### src/rtl/muldiv_unit_pkg.sv
// Shared defines for the iterative multiply/divide unit: op codes, FSM
// states, default iteration count and the ALU selection codes.
package muldiv_unit_pkg;

  localparam int ITER_DEFAULT = 32;

  typedef enum logic [2:0] {
    OP_MUL    = 3'd0,
    OP_MULH   = 3'd1,
    OP_MULHSU = 3'd2,
    OP_MULHU  = 3'd3,
    OP_DIV    = 3'd4,
    OP_DIVU   = 3'd5,
    OP_REM    = 3'd6,
    OP_REMU   = 3'd7
  } md_op_e;

  typedef enum logic [1:0] {
    IDLE = 2'd0,
    CALC = 2'd1,
    FIX  = 2'd2
  } md_state_e;

  typedef enum logic [3:0] {
    ALU_ADD  = 4'd0,
    ALU_SUB  = 4'd1,
    ALU_SLL  = 4'd2,
    ALU_SLT  = 4'd3,
    ALU_SLTU = 4'd4,
    ALU_XOR  = 4'd5,
    ALU_SRL  = 4'd6,
    ALU_SRA  = 4'd7,
    ALU_OR   = 4'd8,
    ALU_AND  = 4'd9
  } alu_sel_e;

endpackage

### src/rtl/muldiv_unit_signfix.sv
// Operand magnitude extraction and final sign correction, shared by the
// accept path (magnitudes) and the FIX path (negation of the raw result).
module muldiv_signfix
  import muldiv_unit_pkg::*;
#(
  parameter int XLEN = 32
) (
  input  logic [2:0]        func3,
  input  logic [XLEN-1:0]   op_a,
  input  logic [XLEN-1:0]   op_b,
  input  logic [2*XLEN-1:0] raw_main,
  input  logic [XLEN-1:0]   raw_rem,
  output logic [XLEN-1:0]   mag_a,
  output logic [XLEN-1:0]   mag_b,
  output logic [2*XLEN-1:0] fixed_main,
  output logic [XLEN-1:0]   fixed_rem
);

  logic signed_a, signed_b, neg_a, neg_b;

  always_comb begin
    signed_a = (func3 == OP_MUL) || (func3 == OP_MULH) || (func3 == OP_MULHSU) ||
               (func3 == OP_DIV) || (func3 == OP_REM);
    signed_b = (func3 == OP_MUL) || (func3 == OP_MULH) ||
               (func3 == OP_DIV) || (func3 == OP_REM);
    neg_a = signed_a && op_a[XLEN-1];
    neg_b = signed_b && op_b[XLEN-1];
    mag_a = neg_a ? ({XLEN{1'b0}} - op_a) : op_a;
    mag_b = neg_b ? ({XLEN{1'b0}} - op_b) : op_b;
    // Product and quotient take the XOR of signs; remainder follows the dividend.
    fixed_main = (neg_a ^ neg_b) ? ({(2*XLEN){1'b0}} - raw_main) : raw_main;
    fixed_rem  = neg_a ? ({XLEN{1'b0}} - raw_rem) : raw_rem;
  end

endmodule

### src/rtl/muldiv_unit.sv
// Iterative RV32M multiply/divide unit: radix-2 shift-add multiply and
// restoring divide on magnitudes, with a short path for div-by-zero/overflow.
module muldiv_unit
  import muldiv_unit_pkg::*;
#(
  parameter int XLEN = 32,
  parameter int ITER = ITER_DEFAULT
) (
  input  logic            clk,
  input  logic            rst,
  input  logic            start,
  input  logic [2:0]      func3,
  input  logic [XLEN-1:0] rs1,
  input  logic [XLEN-1:0] rs2,
  input  logic            flush,
  output logic            busy,
  output logic            done,
  output logic [XLEN-1:0] result
);

  localparam int CW = (ITER > 1) ? $clog2(ITER) : 1;

  md_state_e state, next_state;

  logic [2*XLEN-1:0] work;
  logic [XLEN-1:0]   operand, op_a_q, op_b_q, special_val;
  logic [2:0]        func3_q;
  logic [CW-1:0]     cnt;
  logic              special;

  logic              accept, is_div, div_zero, overflow, short_path, last_iter;
  logic [XLEN-1:0]   special_calc, fix_result;
  logic [2:0]        sf_func3;
  logic [XLEN-1:0]   sf_a, sf_b, mag_a, mag_b, fixed_rem;
  logic [2*XLEN-1:0] raw_main, fixed_main;

  logic [XLEN:0]     mul_sum, div_hi;
  logic [2*XLEN-1:0] mul_next, div_next;
  logic [2*XLEN:0]   div_sh;
  logic [XLEN-1:0]   div_diff;

  always_comb begin
    accept    = (state == IDLE) && !done && start && !flush;
    is_div    = func3[2];
    div_zero  = (rs2 == '0);
    overflow  = ((func3 == OP_DIV) || (func3 == OP_REM)) &&
                (rs1 == {1'b1, {(XLEN-1){1'b0}}}) && (rs2 == '1);
    short_path = is_div && (div_zero || overflow);
    if (div_zero) special_calc = func3[1] ? rs1 : '1;
    else          special_calc = func3[1] ? '0 : rs1;
    last_iter = (cnt == CW'(ITER - 1));
  end

  // Live operands feed the sign unit at accept; latched ones during FIX.
  always_comb begin
    sf_func3 = (state == IDLE) ? func3 : func3_q;
    sf_a     = (state == IDLE) ? rs1 : op_a_q;
    sf_b     = (state == IDLE) ? rs2 : op_b_q;
    raw_main = func3_q[2] ? {{XLEN{1'b0}}, work[XLEN-1:0]} : work;
  end

  muldiv_signfix #(.XLEN(XLEN)) u_signfix (
    .func3      (sf_func3),
    .op_a       (sf_a),
    .op_b       (sf_b),
    .raw_main   (raw_main),
    .raw_rem    (work[2*XLEN-1:XLEN]),
    .mag_a      (mag_a),
    .mag_b      (mag_b),
    .fixed_main (fixed_main),
    .fixed_rem  (fixed_rem)
  );

  always_comb begin
    mul_sum  = {1'b0, work[2*XLEN-1:XLEN]} + (work[0] ? {1'b0, operand} : '0);
    mul_next = {mul_sum, work[XLEN-1:1]};
    div_sh   = {work, 1'b0};
    div_hi   = div_sh[2*XLEN:XLEN];
    div_diff = div_hi[XLEN-1:0] - operand;
    div_next = (div_hi >= {1'b0, operand}) ? {div_diff, div_sh[XLEN-1:1], 1'b1}
                                          : div_sh[2*XLEN-1:0];
  end

  always_comb begin
    fix_result = fixed_main[XLEN-1:0];
    if (special)                   fix_result = special_val;
    else if (!func3_q[2]) begin
      if (func3_q != OP_MUL)       fix_result = fixed_main[2*XLEN-1:XLEN];
    end else if (func3_q[1])       fix_result = fixed_rem;
  end

  always_ff @(posedge clk) begin
    if (rst) state <= IDLE;
    else     state <= next_state;
  end

  always_comb begin
    next_state = state;
    case (state)
      IDLE:    if (accept) next_state = short_path ? FIX : CALC;
      CALC:    if (last_iter) next_state = FIX;
      FIX:     next_state = IDLE;
      default: next_state = IDLE;
    endcase
    if (flush) next_state = IDLE;
  end

  always_comb begin
    busy = (state != IDLE) || done;
  end

  always_ff @(posedge clk) begin
    if (rst) begin
      work        <= '0;
      operand     <= '0;
      op_a_q      <= '0;
      op_b_q      <= '0;
      func3_q     <= '0;
      cnt         <= '0;
      special     <= 1'b0;
      special_val <= '0;
      done        <= 1'b0;
      result      <= '0;
    end else begin
      done <= 1'b0;
      if (accept) begin
        op_a_q      <= rs1;
        op_b_q      <= rs2;
        func3_q     <= func3;
        cnt         <= '0;
        special     <= short_path;
        special_val <= special_calc;
        operand     <= is_div ? mag_b : mag_a;
        work        <= {{XLEN{1'b0}}, (is_div ? mag_a : mag_b)};
      end else if (state == CALC && !flush) begin
        work <= func3_q[2] ? div_next : mul_next;
        cnt  <= last_iter ? '0 : cnt + 1'b1;
      end else if (state == FIX && !flush) begin
        result <= fix_result;
        done   <= 1'b1;
      end
    end
  end

endmodule

### config.mk
export PLATFORM = sky130hd
export DESIGN_NAME = muldiv_unit
export DESIGN_NICKNAME = d
export VERILOG_FILES = /design/src/rtl/muldiv_unit_pkg.sv /design/src/rtl/muldiv_unit_signfix.sv /design/src/rtl/muldiv_unit.sv
export SDC_FILE = /design/constraint.sdc
export NUM_CORES = 1
export LEC_CHECK = 0
export ABC_AREA = 1
export CAP_MARGIN = 20
export CORE_MARGIN = 4
export CORE_UTILIZATION = 23
export CTS_CLUSTER_DIAMETER = 50
export DETAILED_ROUTE_END_ITERATION = 8
export GPL_TIMING_DRIVEN = 0
export HOLD_SLACK_MARGIN = 0.1
export PLACE_DENSITY = 0.42
export SYNTH_ARGS = -nofsm -noshare
export SYNTH_HDL_FRONTEND = slang
export SYNTH_HIERARCHICAL = 1
export SYNTH_SLANG_ARGS = --single-unit
### constraint.sdc
create_clock -name clk -period 6.5 [get_ports clk]
set_clock_uncertainty 0.1 [all_clocks]
set_input_delay 1.95 -clock clk [delete_from_list [all_inputs] [get_ports clk]]
set_output_delay 1.95 -clock clk [all_outputs]
set_load 0.01 [all_outputs]
* Word-level counts from Yosys, hierarchy flattened *
Cells that the tools add are included.

storage, ports and cells
  register bits = 236
  word-level logic and storage cells = 96

operators by class
  magnitude comparators = 1
  multiplexer cells = 28
  $add $sub $neg = 7
  equality and inequality tests = 13
  reductions and logical operators = 32
  bitwise operators = 3

operator list
  operator                 number
  $mux W32                 17
  $mux W64                 4
  $sub A1 B32 Y32 const A  3
  $eq A32 B32 Y1 const B   2
  $sub A1 B64 Y64 const A  1
  $add A32 B32 Y33         1
  $ge A33 B32 Y1           1
  $logic_not A32 Y1        1
  $sub A32 B32 Y32         1
  $eq A3 B3 Y1 const B     4
  $logic_and A1 B1 Y1      10
  $logic_or A1 B1 Y1       9
  $mux W2                  3
  $add A5 B1 Y5 const B    1
  $eq A5 B5 Y1 const B     1
  $mux W5                  1
  $ne A2 B2 Y1 const B     2
  $pmux W2 S2              1
  $reduce_bool A2 Y1       2
  $reduce_or A2 Y1         2
  $eq A3 B1 Y1 const B     1
  $eq A3 B2 Y1 const B     1
  $logic_not A3 Y1         1
  $mux W3                  1
  11 further kinds         13

* Depth between registers and ports, before layout *
  depth after elaboration = 13
  depth in mapped cells = 22

* By module *
Netlist, hierarchy kept.

by module, submodules not included
  module          cells an instance  area each (um2)  instances  sequential area each (um2)
  muldiv_unit     2765               17176.5          1          4724.5
  muldiv_signfix  1103               5231.3           1          0.0

* Worst setup path before layout *
Ideal clock, no wire load.

  path kind = input to register
  start = in func3[2]
  end = reg result[27]
  buffers on the path = 3
  path slack = 2.193 ns
  required time = 6.330 ns
  data arrival time = 4.137 ns
  cell stages on the path = 20
  path through = buf_2 -> clkbuf_1 -> nand2_1 -> o21ai_0 -> inv_2 -> nand2_1 -> nand3_4 -> inv_2 -> nand2_4 -> nand2_8 -> inv_4 -> buf_6 -> nor2_4 -> xor2_1 -> inv_1 -> a21oi_1 -> o21ai_0 -> o2111ai_1 -> o211ai_1 -> a21oi_1

on the way
  cells in the longest elaborated chain, start to end = 12

RTL lines
  element                                                  line                                                  source
  start, declared                                          muldiv_unit.sv:12                                     input logic [2:0] func3,
  $mux W3 (*)                                              muldiv_unit.sv:56                                     sf_func3 = (state == IDLE) ? func3 : func3_q;
  named net sf_func3[2]                                    muldiv_unit.sv:33                                     logic [2:0] sf_func3;
  $eq A3 B1 Y1 / $logic_not A3 Y1 (equally long branches)  muldiv_unit_signfix.sv:22, muldiv_unit_signfix.sv:24
  $logic_or A1 B1 Y1                                       muldiv_unit_signfix.sv:22, muldiv_unit_signfix.sv:24
  $logic_or A1 B1 Y1 (2 in a row)                          muldiv_unit_signfix.sv:22                             signed_a = (func3 == OP_MUL) || (func3 == OP_MULH) || (func3 == OP_MULHSU) ||
  $logic_or A1 B1 Y1                                       muldiv_unit_signfix.sv:23                             (func3 == OP_DIV) || (func3 == OP_REM);
  $logic_and A1 B1 Y1                                      muldiv_unit_signfix.sv:26                             neg_a = signed_a && op_a[XLEN-1];
  $xor A1 B1 Y1 (*)                                        muldiv_unit_signfix.sv:31                             fixed_main = (neg_a ^ neg_b) ? ({(2*XLEN){1'b0}} - raw_main) : raw_main;
  $mux W64 (*)                                             muldiv_unit_signfix.sv:31
  named net fixed_main[27]                                 muldiv_unit.sv:35                                     logic [2*XLEN-1:0] raw_main, fixed_main;
  $mux W32, on equally long branches                       muldiv_unit.sv:88, muldiv_unit.sv:89
  $mux W32 (*)                                             muldiv_unit.sv:87                                     else if (!func3_q[2]) begin
  $mux W32 (*)                                             muldiv_unit.sv:86                                     if (special) fix_result = special_val;
  end signal, assigned                                     muldiv_unit.sv:139                                    result <= fix_result;
  end, declared                                            muldiv_unit.sv:18                                     output logic [XLEN-1:0] result

The timed path passes the listed nets; every way through them passes the cells marked *.
A chain may end at the register's enable or synchronous reset.

* Worst setup path after layout *
  start = in func3[2]
  end = reg result[2]

RTL lines
  element                                                  line                       source
  $mux W3 (*)                                              muldiv_unit.sv:56
  named net sf_func3[2]                                    muldiv_unit.sv:33
  $eq A3 B1 Y1 / $logic_not A3 Y1 (equally long branches)  muldiv_unit_signfix.sv:22
  $logic_or A1 B1 Y1 (3 in a row)                          muldiv_unit_signfix.sv:22
  $logic_or A1 B1 Y1 (*)                                   muldiv_unit_signfix.sv:23
  $logic_and A1 B1 Y1 (*)                                  muldiv_unit_signfix.sv:26
  $mux W32 (*)                                             muldiv_unit_signfix.sv:32  fixed_rem = neg_a ? ({XLEN{1'b0}} - raw_rem) : raw_rem;
  named net fixed_rem[2]                                   muldiv_unit.sv:34          logic [XLEN-1:0] sf_a, sf_b, mag_a, mag_b, fixed_rem;
  $mux W32 (*)                                             muldiv_unit.sv:89          end else if (func3_q[1]) fix_result = fixed_rem;
  $mux W32 (*)                                             muldiv_unit.sv:87
  $mux W32 (*)                                             muldiv_unit.sv:86

Marked as above.

==> impl_metrics.tcl <==
set metrics [dict create \
    final_area_mm2 0.0265 \
    cts_root_buffer "clkbuf_16" \
    instances_no_fill 5322 \
    endpoint_kind "flop" \
    overflow 0 \
    first_global_vias 24500 \
    start_util 0.232 \
    max_freq_mhz 180 \
    grt.met1_usage 0.294 \
    fin_crit_sh 0.853 \
    yosysWarnings 6 \
    hp-class "reg2reg" \
    dr_total_vias 26100 \
    vias_per_cell 4.90 \
    grt_pass1_wl_um 167000 \
    netlist_area_mm2 0.0224 \
    setup_ws_ns 0.957 \
    wl_um 116000 \
    synth_area_per_cell_um2 5.79 \
    numClockSinks 236 \
    slew_headroom 0.278 \
    timing.hold.ws_ns 0.346 \
    antenna_found_initial 1 \
    cts-resized-gates 0 \
    synth_cell_types 51 \
    drive_gt1_frac 0.0536 \
    power.total_mw 5.95 \
    grt_start_max_net_pins 13 \
    cts_hold_buf 0 \
    worstSetupStartpointType "input pin" \
    syn2layout_area_growth_pct 18.3 \
    drc 0 \
    status "complete, no violations" \
    rsz0062_at_grt "false" \
    drtIter0Drc 2298 \
    die_area_mm2 0.102 \
    p_seq_frac 0.269 \
    worstMarginPinSlew_ns 1.08 \
    ys.flop_type "dfxtp_1" \
    htreeDepth 2 \
    synth_edf_count 0 \
    final_hold_viol_count 0 \
    synth_top_area_cell "dfxtp_1" \
    die_w_um 320 \
    final_antenna_net_count 0 \
    final_util 0.274 \
    cp_cell_sequence "clkdlybuf4s50_1 > buf_2 > clkbuf_1 > nand2_1 > o21ai_0 > inv_2 > nand2_2 > nand2_1 > nand2_2 > buf_1 > nor2_1 > xor2_1 > o21ai_0 > o211ai_1 > o211ai_1 > a21oi_1" \
    ys_ff_latch 236 \
    report.final.slew_viol_count 0 \
    finalSetupViolCount 0 \
    synth-seq-area-share 0.211 \
    insertion_delay_ns 0.58 \
    clock_path_buffers 3 \
    dp_cells 5248 \
    intPower_mw 3.61 \
    cpMaxStageDelayCell "buf_1" \
    cp_slowest_stage_delay_ns 0.66 \
    max-vdd-ir-drop_mv 0.151 \
    async_flop_share 0 \
    fin_crit_ns 5.54 \
    cts_made_buffers 41 \
    syn-num-nets 4011 \
    path_class "in2reg" \
    fin_nets 4158 \
    post-dp-hpwl_um 96700 \
    place_area_mm2 0.0250 \
    grtUsageTotal 0.217 \
    std_cell_rows 114 \
    grt_util_met3 0.0230 \
    core-area_mm2 0.0967 \
    setup_tns_ns 0 \
    yosys.area.top_type_share 0.211 \
    cp_max_fo 10 \
    diodes 0 \
    cp.arrival_ns 5.89 \
    io_pins 105 \
    detail_route.wl_per_cell_um 21.8 \
    power_frac_comb 0.337 \
    io_buffers 104 \
    leakagePower_nw 12.2 \
    sw_frac_of_total 0.393 \
    clkTransAtPathRegs_ns 0.06 \
    powerDensity_mw_per_mm2 225 \
    maxCapViolations 0 \
    grt.busiest_layer "met2" \
    power.switching_mw 2.34 \
    die_y_um 320 \
    pwr-share-clk 0.395 \
    gp_congestion 0.948 \
    cts_tree "done" \
    first_pass_iters 9 \
    pre_cts_ws_ns 0.476 \
    gr-usage-met2 0.359 \
    netlist_instances 3868 \
    cts_setup_buffers 0 \
    synth.area.top_cells "dfxtp_1 21%, nand2_1 18%, inv_1 8.7%" \
    cp.required_ns 6.84 \
]
## power by group through the flow
stage	combinational (mW)	clock (mW)	sequential [mW]
floorplan	1.26	0	1.58
global placement	1.98	0	1.62
detailed placement	1.97	0	1.62
CTS	1.98	2.39	1.59
global route	2.18	2.45	1.60
finish	2.01	2.35	1.60
## path summary, 6_finish.rpt
| path | start | slack [ns] | to | depth (start not counted) |
|---|---|---|---|---|
| min reg2reg | op_b_q[22]$_SDFFE_PP0P_ | 0.35 | op_b_q[22]$_SDFFE_PP0P_ | 2 |
| max reg2reg | func3_q[2]$_SDFFE_PP0P_ | 1.67 | operand[21]$_SDFFE_PP0P_ | 13 |
| max | func3[2] | 0.96 | result[2]$_SDFFE_PP0P_ | 16 |
| min | op_b_q[22]$_SDFFE_PP0P_ | 0.35 | op_b_q[22]$_SDFFE_PP0P_ | 2 |
## worst max-delay path, delay by kind of cell
kind                      cells  cell delay (ns)
and+or+nand+nor               5             0.69
xor gates and xnor gates      1             0.18
buffers and inverters         5             2.02
AOI/OAI and AO/OA             5             1.03
## flip-flops by register name, summed over array words and instances, names as in the netlist
| name | count |
|---|---|
| work | 64 |
| op_a_q | 32 |
| op_b_q | 32 |
| operand | 32 |
| result | 32 |
| special_val | 32 |
| cnt | 5 |
| func3_q | 3 |
| state | 2 |
| done | 1 |
| special | 1 |
## cells by family (layout without fill, tap and decap cells)
group	Yosys count	after routing	share of synthesized area
AO/OA/AOI/OAI	803	803	0.204
XOR/XNOR	121	121	0.0473
adder cells (fa/ha/maj)	72	72	0.0409
buffers and inverters	700	878	0.123
flip-flops	236	236	0.211
multiplexers	25	25	0.0112
AND/OR/NAND/NOR	1911	1911	0.363
## layout make-up
| type | instances | area [µm²] |
|---|---|---|
| Buffer | 171 | 773 |
| Clock buffer | 56 | 1180 |
| Clock inverter | 18 | 278 |
| Fill cell | 11200 | 70200 |
| Inverter | 529 | 1990 |
| Multi-Input combinational cell | 2932 | 14900 |
| Sequential cell | 236 | 4720 |
| Tap cell | 1276 | 1600 |
| Timing Repair Buffer | 104 | 1040 |
## cell usage after synthesis (24+ instances only)
library cell  count
xnor2_1          38
a31oi_1          39
nor2_1          401
nand2_1        1068
nor3_1           24
clkbuf_1        111
or2_2            36
nand3_1         235
a21oi_1         260
mux2i_1          25
buf_2            27
dfxtp_1         236
o211ai_1        116
inv_1           517
o22ai_1          28
o21ai_0         293
ha_1             70
xor2_1           83
nand4_1          53
## layout by cell type, fill, tap and decap left out, types with 6 or more instances in the layout
| cell type | n |
|---|---|
| nor2_4 | 11 |
| nand4_1 | 53 |
| and2_1 | 8 |
| o21ai_0 | 293 |
| inv_2 | 10 |
| clkbuf_1 | 117 |
| o21ai_1 | 17 |
| buf_2 | 27 |
| clkbuf_8 | 8 |
| clkdlybuf4s50_1 | 104 |
| buf_1 | 16 |
| nand3_1 | 235 |
| o21bai_1 | 6 |
| clkbuf_16 | 42 |
| a31oi_1 | 39 |
| xor2_1 | 83 |
| nor3_1 | 24 |
| xnor2_1 | 38 |
| nor2_1 | 401 |
| nor2_2 | 10 |
| nand2_1 | 1068 |
| inv_1 | 517 |
| nor4_1 | 15 |
| ha_1 | 70 |
| nand3b_1 | 23 |
| a21oi_1 | 260 |
| o22ai_1 | 28 |
| a21o_1 | 7 |
| dfxtp_1 | 236 |
| buf_6 | 9 |
| or2_2 | 36 |
| o2111ai_1 | 20 |
| buf_4 | 8 |
| nand2_2 | 13 |
| o211ai_1 | 116 |
| bufinv_16 | 6 |
| mux2i_1 | 25 |
## metal layers
layer | part of all wire | vias up | wire length [µm]
met4 | 0.038 | 2 | 4410
met2 | 0.46 | 736 | 53000
li1 | - | 12900 | -
met3 | 0.050 | 142 | 5830
met1 | 0.46 | 12300 | 53000
met5 | 0.00011 | - | 13
No activity file was read; power rests on OpenSTA's default activity.
